`src/rtl/intercal_alu_arbiter_if.sv`:
```
// rtl/intercal_alu_arbiter_if.sv - requester, ALU and response signals of the shared INTERCAL ALU arbiter
// master: requesters/ALU/consumer side; slave: the arbiter.
interface intercal_alu_arbiter_if;
   logic        req0_valid;
   logic        req0_ready;
   logic [3:0]  req0_op;
   logic [31:0] req0_a;
   logic [31:0] req0_b;
   logic        req1_valid;
   logic        req1_ready;
   logic [3:0]  req1_op;
   logic [31:0] req1_a;
   logic [31:0] req1_b;
   logic [3:0]  alu_op;
   logic [31:0] alu_a;
   logic [31:0] alu_b;
   logic [31:0] alu_f;
   logic        rsp_valid;
   logic        rsp_ready;
   logic        rsp_id;
   logic [31:0] rsp_f;
   logic        busy;

   modport master (
      output req0_valid, req0_op, req0_a, req0_b,
      output req1_valid, req1_op, req1_a, req1_b,
      output alu_f, rsp_ready,
      input  req0_ready, req1_ready, alu_op, alu_a, alu_b,
      input  rsp_valid, rsp_id, rsp_f, busy
   );

   modport slave (
      input  req0_valid, req0_op, req0_a, req0_b,
      input  req1_valid, req1_op, req1_a, req1_b,
      input  alu_f, rsp_ready,
      output req0_ready, req1_ready, alu_op, alu_a, alu_b,
      output rsp_valid, rsp_id, rsp_f, busy
   );
endinterface

```
`src/rtl/intercal_alu_arbiter.sv`:
```
// rtl/intercal_alu_arbiter.sv - round-robin arbiter sharing one combinational INTERCAL ALU
// Holds ALU operands for SETTLE edges, captures f, returns it tagged with the requester id.
module intercal_alu_arbiter #(
   parameter int SETTLE = 1
) (
   input  logic                 clk,
   input  logic                 rst,
   intercal_alu_arbiter_if.slave bus
);
   typedef enum logic [1:0] {
      IDLE = 2'd0,
      EXEC = 2'd1,
      RESP = 2'd2
   } state_t;

   localparam logic [3:0] CNT_INIT = 4'(SETTLE - 1);

   state_t      state;
   logic [3:0]  cnt;
   logic        last_grant;
   logic        grant;
   logic        take0;
   logic        take1;
   logic [3:0]  alu_op_q;
   logic [31:0] alu_a_q;
   logic [31:0] alu_b_q;
   logic        rsp_valid_q;
   logic        rsp_id_q;
   logic [31:0] rsp_f_q;
   logic        busy_q;

   // On a tie the requester that lost last time wins.
   always_comb begin
      grant = 1'b1;
      if (bus.req0_valid && bus.req1_valid) begin
         grant = ~last_grant;
      end else if (bus.req0_valid) begin
         grant = 1'b0;
      end
   end

   assign take0 = !rst && (state == IDLE) && !grant && bus.req0_valid;
   assign take1 = !rst && (state == IDLE) &&  grant && bus.req1_valid;

   always_ff @(posedge clk or posedge rst) begin
      if (rst) begin
         state       <= IDLE;
         cnt         <= 4'd0;
         last_grant  <= 1'b1;
         alu_op_q    <= 4'd0;
         alu_a_q     <= 32'd0;
         alu_b_q     <= 32'd0;
         rsp_valid_q <= 1'b0;
         rsp_id_q    <= 1'b0;
         rsp_f_q     <= 32'd0;
         busy_q      <= 1'b0;
      end else begin
         case (state)
            IDLE: begin
               if (take0 || take1) begin
                  alu_op_q   <= take1 ? bus.req1_op : bus.req0_op;
                  alu_a_q    <= take1 ? bus.req1_a  : bus.req0_a;
                  alu_b_q    <= take1 ? bus.req1_b  : bus.req0_b;
                  rsp_id_q   <= take1;
                  last_grant <= take1;
                  cnt        <= CNT_INIT;
                  busy_q     <= 1'b1;
                  state      <= EXEC;
               end
            end
            EXEC: begin
               if (cnt == 4'd0) begin
                  rsp_f_q     <= bus.alu_f;
                  rsp_valid_q <= 1'b1;
                  state       <= RESP;
               end else begin
                  cnt <= cnt - 4'd1;
               end
            end
            RESP: begin
               if (bus.rsp_ready) begin
                  rsp_valid_q <= 1'b0;
                  busy_q      <= 1'b0;
                  state       <= IDLE;
               end
            end
            default: begin
               rsp_valid_q <= 1'b0;
               busy_q      <= 1'b0;
               state       <= IDLE;
            end
         endcase
      end
   end

   assign bus.req0_ready = take0;
   assign bus.req1_ready = take1;
   assign bus.alu_op     = alu_op_q;
   assign bus.alu_a      = alu_a_q;
   assign bus.alu_b      = alu_b_q;
   assign bus.rsp_valid  = rsp_valid_q;
   assign bus.rsp_id     = rsp_id_q;
   assign bus.rsp_f      = rsp_f_q;
   assign bus.busy       = busy_q;
endmodule

```
`src/flat_wrapper.sv`:
```
// flat-port wrapper written by rule: the top's interface ports become plain ports
module intercal_alu_arbiter_flat 
#(
   parameter int SETTLE = 1
)
  (clk, rst, bus_req0_valid, bus_req0_op, bus_req0_a, bus_req0_b, bus_req1_valid, bus_req1_op, bus_req1_a, bus_req1_b, bus_alu_f, bus_rsp_ready, bus_req0_ready, bus_req1_ready, bus_alu_op, bus_alu_a, bus_alu_b, bus_rsp_valid, bus_rsp_id, bus_rsp_f, bus_busy);
  intercal_alu_arbiter_if bus_i ();
  input  logic clk;
  input  logic rst;
  input wire logic [$bits(bus_i.req0_valid)-1:0] bus_req0_valid;
  input wire logic [$bits(bus_i.req0_op)-1:0] bus_req0_op;
  input wire logic [$bits(bus_i.req0_a)-1:0] bus_req0_a;
  input wire logic [$bits(bus_i.req0_b)-1:0] bus_req0_b;
  input wire logic [$bits(bus_i.req1_valid)-1:0] bus_req1_valid;
  input wire logic [$bits(bus_i.req1_op)-1:0] bus_req1_op;
  input wire logic [$bits(bus_i.req1_a)-1:0] bus_req1_a;
  input wire logic [$bits(bus_i.req1_b)-1:0] bus_req1_b;
  input wire logic [$bits(bus_i.alu_f)-1:0] bus_alu_f;
  input wire logic [$bits(bus_i.rsp_ready)-1:0] bus_rsp_ready;
  output wire logic [$bits(bus_i.req0_ready)-1:0] bus_req0_ready;
  output wire logic [$bits(bus_i.req1_ready)-1:0] bus_req1_ready;
  output wire logic [$bits(bus_i.alu_op)-1:0] bus_alu_op;
  output wire logic [$bits(bus_i.alu_a)-1:0] bus_alu_a;
  output wire logic [$bits(bus_i.alu_b)-1:0] bus_alu_b;
  output wire logic [$bits(bus_i.rsp_valid)-1:0] bus_rsp_valid;
  output wire logic [$bits(bus_i.rsp_id)-1:0] bus_rsp_id;
  output wire logic [$bits(bus_i.rsp_f)-1:0] bus_rsp_f;
  output wire logic [$bits(bus_i.busy)-1:0] bus_busy;
  assign bus_i.req0_valid = bus_req0_valid;
  assign bus_i.req0_op = bus_req0_op;
  assign bus_i.req0_a = bus_req0_a;
  assign bus_i.req0_b = bus_req0_b;
  assign bus_i.req1_valid = bus_req1_valid;
  assign bus_i.req1_op = bus_req1_op;
  assign bus_i.req1_a = bus_req1_a;
  assign bus_i.req1_b = bus_req1_b;
  assign bus_i.alu_f = bus_alu_f;
  assign bus_i.rsp_ready = bus_rsp_ready;
  assign bus_req0_ready = bus_i.req0_ready;
  assign bus_req1_ready = bus_i.req1_ready;
  assign bus_alu_op = bus_i.alu_op;
  assign bus_alu_a = bus_i.alu_a;
  assign bus_alu_b = bus_i.alu_b;
  assign bus_rsp_valid = bus_i.rsp_valid;
  assign bus_rsp_id = bus_i.rsp_id;
  assign bus_rsp_f = bus_i.rsp_f;
  assign bus_busy = bus_i.busy;
  intercal_alu_arbiter #(.SETTLE(SETTLE)) u_core (.clk(clk), .rst(rst), .bus(bus_i));
endmodule
```
`config.mk`:
```
export PLATFORM = sky130hd
export DESIGN_NAME = intercal_alu_arbiter_flat
export DESIGN_NICKNAME = d
export VERILOG_FILES = /design/src/rtl/intercal_alu_arbiter_if.sv /design/src/rtl/intercal_alu_arbiter.sv /design/src/flat_wrapper.sv
export SDC_FILE = /design/constraint.sdc
export NUM_CORES = 1
export LEC_CHECK = 0
export CAP_MARGIN = 20
export CORE_ASPECT_RATIO = 1.1
export CORE_MARGIN = 5
export CORE_UTILIZATION = 43
export DETAILED_ROUTE_END_ITERATION = 12
export PLACE_DENSITY = 0.86
export SLEW_MARGIN = 20
export SYNTH_ARGS = -nofsm -noshare
export SYNTH_HDL_FRONTEND = slang
export SYNTH_SLANG_ARGS = --single-unit
```
`constraint.sdc`:
```
create_clock -name clk -period 10.2 [get_ports clk]
set_input_delay 2.04 -clock clk [delete_from_list [all_inputs] [get_ports clk]]
set_output_delay 2.04 -clock clk [all_outputs]
set_load 0.02 [all_outputs]
```
* After elaboration in Yosys (flattened, before gate mapping)
Index checks and enable logic that the tools add are counted.
Storage, ports and cells: bits in writable memories 0, output and inout port bits 105, bits in latches 0, register bits 110, memories kept 0, bits in read-only memories 0, word-level logic and storage cells 55
Operators by class: $lt $le $gt $ge 0, add/subtract/negate cells 1, multiply operators 0, bitwise gates (word level) 3, eq/ne operators 6, div/mod/pow operators 0, muxes and demuxes 17, reductions and logical operators 18, shift operators 0
Operator list (number):
- $mux W32 | 2
- $mux W4 | 3
- $reduce_and A3 Y1 | 4
- $pmux W4 S2 | 1
- $logic_and A1 B1 Y1 | 6
- $mux W2 | 3
- $ne A2 B2 Y1 const B | 3
- $pmux W1 S3 | 2
- $pmux W2 S3 | 1
- $mux W1 | 5
- $logic_not A4 Y1 | 1
- $reduce_and A2 Y1 | 2
- $sub A4 B1 Y4 const B | 1
- $not A1 Y1 | 3
- $eq A2 B1 Y1 const B | 1
- $eq A2 B2 Y1 const B | 1
- $logic_not A1 Y1 | 2
- $logic_not A2 Y1 | 1
- $ne A2 B1 Y1 const B | 1
- $reduce_bool A2 Y1 | 1
- $logic_or A1 B1 Y1 | 1

* Depth between registers and ports, before layout
depth after elaboration 8, gate-level depth with buffers 7, gate-level depth less buffers 5

* Least setup slack after synthesis
OpenSTA, ideal clock, no wires.
kind input port to output port, start in rst, end out bus_req1_ready, slack 4.825 ns, cell stages on the path 6, path buffers 4, arrival 3.335 ns, data required time 8.160 ns, cell sequence or3_1 > buf_2 > buf_6 > buf_2 > clkbuf_1 > nor2_1
Between the ends: cells in the longest elaborated chain, start to end 4
Ends and longest elaborated chain:
- start: declaration | RTL line flat_wrapper.sv:9 | input logic rst;
- $logic_not A1 Y1 | RTL line intercal_alu_arbiter.sv:43 | assign take1 = !rst && (state == IDLE) && grant && bus.req1_valid;
- $logic_and A1 B1 Y1 (3 in series) | RTL line intercal_alu_arbiter.sv:43
- end: declaration | RTL line flat_wrapper.sv:21 | output wire logic [$bits(bus_i.req1_ready)-1:0] bus_req1_ready;
No other way between the ends.

* Worst setup path after layout
start in rst, end out bus_req0_ready
Between the ends: cells in the longest elaborated chain, start to end 4
Ends and longest elaborated chain:
- $logic_not A1 Y1 | RTL line intercal_alu_arbiter.sv:42 | assign take0 = !rst && (state == IDLE) && !grant && bus.req0_valid;
- $logic_and A1 B1 Y1 (3 in series) | RTL line intercal_alu_arbiter.sv:42
- end: declaration | RTL line flat_wrapper.sv:20 | output wire logic [$bits(bus_i.req0_ready)-1:0] bus_req0_ready;
No other way between the ends.

==> flow_metrics.py <==
metrics = {
    "status": {
        "status": "finished clean",
    },
    "finish": {
        "final_common_cell": "clkdlybuf4s50_1",
        "fill_cells": 927,
        "diodes": 0,
        "final_core_util": 0.693,
        "final_area_um2": 8420,
        "syn_to_final_growth_pct": 57.0,
        "drive_gt1_frac": 0.0872,
        "layout_common_cells": "clkdlybuf4s50_1, dfrtp_1, nor3b_1, o21ai_0",
        "nets": 927,
    },
    "floorplanning": {
        "rows": 42,
        "coreArea_um2": 12100,
        "start_util": 0.442,
        "die_w_um": 116,
        "pin_count": 278,
        "die_y_um": 127,
        "dieArea_um2": 14800,
    },
    "timing": {
        "tns_ns": 0,
        "fmax_mhz": 164,
        "min_period_ns": 6.08,
        "tightestPinTransition_ns": 0.964,
        "rsz0062_at_grt": "no",
        "maxSlewHeadroom": 0.357,
        "fin_crit_sh": 0.596,
        "setup_violations": 0,
        "skew_ns": 0.0102,
        "timing.hold.ws_ns": 0.482,
        "finalHoldViolCount": 0,
        "final_max_slew_viol_count": 0,
    },
    "drt": {
        "viasPerCell": 5.63,
        "drtAntennaViolNets": 0,
        "totalWireLength_um": 17500,
        "drc": 0,
        "dr.pass1.iters": 4,
        "avgRoutedWirePerCell_um": 19.2,
        "drt_iter0_markers": 346,
        "via_count": 5131,
    },
    "pwr": {
        "switching_share": 0.389,
        "peakVddDrop_mv": 0.169,
        "total_power_w": 0.00243,
        "power_density_nw_per_um2": 289,
        "power_frac_comb": 0.533,
        "power_leakage_nw": 3.20,
        "clockPowerShare": 0.146,
        "seqPwrFrac": 0.321,
        "p_int_w": 0.00149,
        "power.switching_w": 0.000945,
    },
    "yosys": {
        "syn_nets": 688,
        "synth.avg_cell_area_um2": 10.4,
        "syn_area_um2": 5360,
        "ys_top_cells_by_area": "dfrtp_1, nor3b_1, o31ai_1",
        "yosysTopAreaCell": "dfrtp_1",
        "ys_seq_area_frac": 0.514,
        "ys_warn_count": 0,
        "synth_cell_types": 29,
        "synth.ff_latch_count": 110,
        "synthCells": 513,
        "yosys.area.top_type_share": 0.509,
    },
    "cts": {
        "clock-root-buffer": "clkbuf_16",
        "worstSkewPairLatency_ns": 0.34,
        "post-cts-setup-buffers": 0,
        "htreeDepth": 3,
        "ctsHoldBuffers": 0,
        "cts_made_buffers": 9,
        "cts_resized": 0,
        "cts_num_sinks": 110,
        "clkTransAtPathRegs_ns": 0.06,
        "cts_tree": "done",
        "cts_max_path_buffers": 2,
    },
    "grt": {
        "grt_pass1_vias": 5321,
        "grt_util_all_layers": 0.233,
        "overflow": 0,
        "grt_first_pass_wirelength_um": 27500,
        "antenna_found_initial": 0,
        "grt_max_degree": 83,
    },
    "worst_setup_path": {
        "crit_required_ns": 8.16,
        "crit_fanout": 60,
        "crit_path_end_kind": "output port",
        "r2r_cells": 4,
        "path_class": "input pin to output port",
        "startpoint_type": "input pin",
        "arrival_ns": 4.04,
    },
    "placed_design": {
        "port-buffer-count": 277,
        "dpl_cell_area_um2": 8120,
        "dp_hpwl_um": 12300,
        "gp_congestion": 0.845,
    },
    "min_path": {
        "hp-class": "flop to flop",
        "hold_depth": 2,
    },
    "job": {
        "drv_cap": 0,
    },
}
## cells in the mapped netlist
cell type,n
nand3_1,2
mux2_2,34
o41ai_1,1
nor3b_1,71
nor3_1,68
mux2i_1,1
buf_2,3
o31ai_1,68
nand2_1,5
buf_6,9
a21boi_0,1
or3b_2,1
a21bo_2,1
inv_1,4
nor2_1,6
nand2b_1,1
or3_1,1
dfrtp_1,109
a21oi_1,2
dfstp_2,1
o21ai_1,1
ha_1,2
a21o_1,2
buf_1,6
or2_1,1
nor2b_1,2
clkbuf_1,39
o22ai_1,1
o21ai_0,70
## metal layers
layer / track usage / wire length [um] / vias up
met5: 0 / 0 / -
li1: - / - / 2373
met2: 0.415 / 8980 / 259
met3: 0.0563 / 1630 / 34
met4: 0.0833 / 483 / 0
met1: 0.269 / 6410 / 2465
## state kept, by name (all words and copies together) (netlist names)
signal,count
u_core.bus.rsp_id,1
u_core.bus.alu_b,32
u_core.bus.alu_op,4
u_core.cnt,4
u_core.bus.busy,1
u_core.last_grant,1
u_core.bus.rsp_f,32
u_core.bus.rsp_valid,1
u_core.bus.alu_a,32
u_core.state,2
## power by group through the flow
stage	Combinational [W]	Sequential [W]	Clock, W
final	0.00129	0.000781	0.000355
after global routing	0.00139	0.000810	0.000377
after CTS	0.00131	0.000782	0.000361
after detailed placement	0.00131	0.000788	0
after global placement	0.00128	0.000775	0
after floorplan	0.000442	0.00103	0
## worst max-delay path, stage by stage
cell             delay, ns
clkdlybuf4s50_1       0.47
or3_4                 0.59
nor3b_1               0.26
clkdlybuf4s50_1       0.64
## area by class of cell
class / count / area (um2) / area share
multi-input combinational: 342 / 2330 / 0.276
inverter: 4 / 17.5 / 0.00208
tap: 154 / 193 / 0.0229
clock buffer: 11 / 243 / 0.0288
sequential: 110 / 2750 / 0.327
clock inverter: 5 / 57.6 / 0.00684
timing repair buffer: 285 / 2830 / 0.336
## stage by stage
stage,instances,setup slack (ns)
after CTS,911,4.14
after detailed placement,895,4.15
after global placement,895,4.16
after global routing,911,4.02
after floorplan,513,4.82
final,911,4.12
## final timing paths
check                                            end  slack [ns]       startpoint
min in group asynchronous       u_core.bus.rsp_f[29]        2.10              rst
max in group asynchronous              u_core.cnt[1]        6.76              rst
worst min register to register       u_core.bus.busy        0.48  u_core.bus.busy
worst max register to register  u_core.bus.alu_a[11]        7.60  u_core.state[1]
worst max-delay path                  bus_req0_ready        4.12              rst
worst min-delay path                 u_core.bus.busy        0.48  u_core.bus.busy
## cell families (layout without fill, tap and decap cells)
kind of cell | after synthesis | after routing | share of synthesized area
multiplexers | 35 | 35 | 0.0733
adder cells (fa/ha/maj) | 2 | 2 | 0.00467
AO/OA/AOI/OAI | 147 | 147 | 0.172
AND/OR/NAND/NOR | 158 | 158 | 0.180
buffers and inverters | 61 | 305 | 0.0560
flip-flops | 110 | 110 | 0.514
Power figures use the tool's default switching activity.
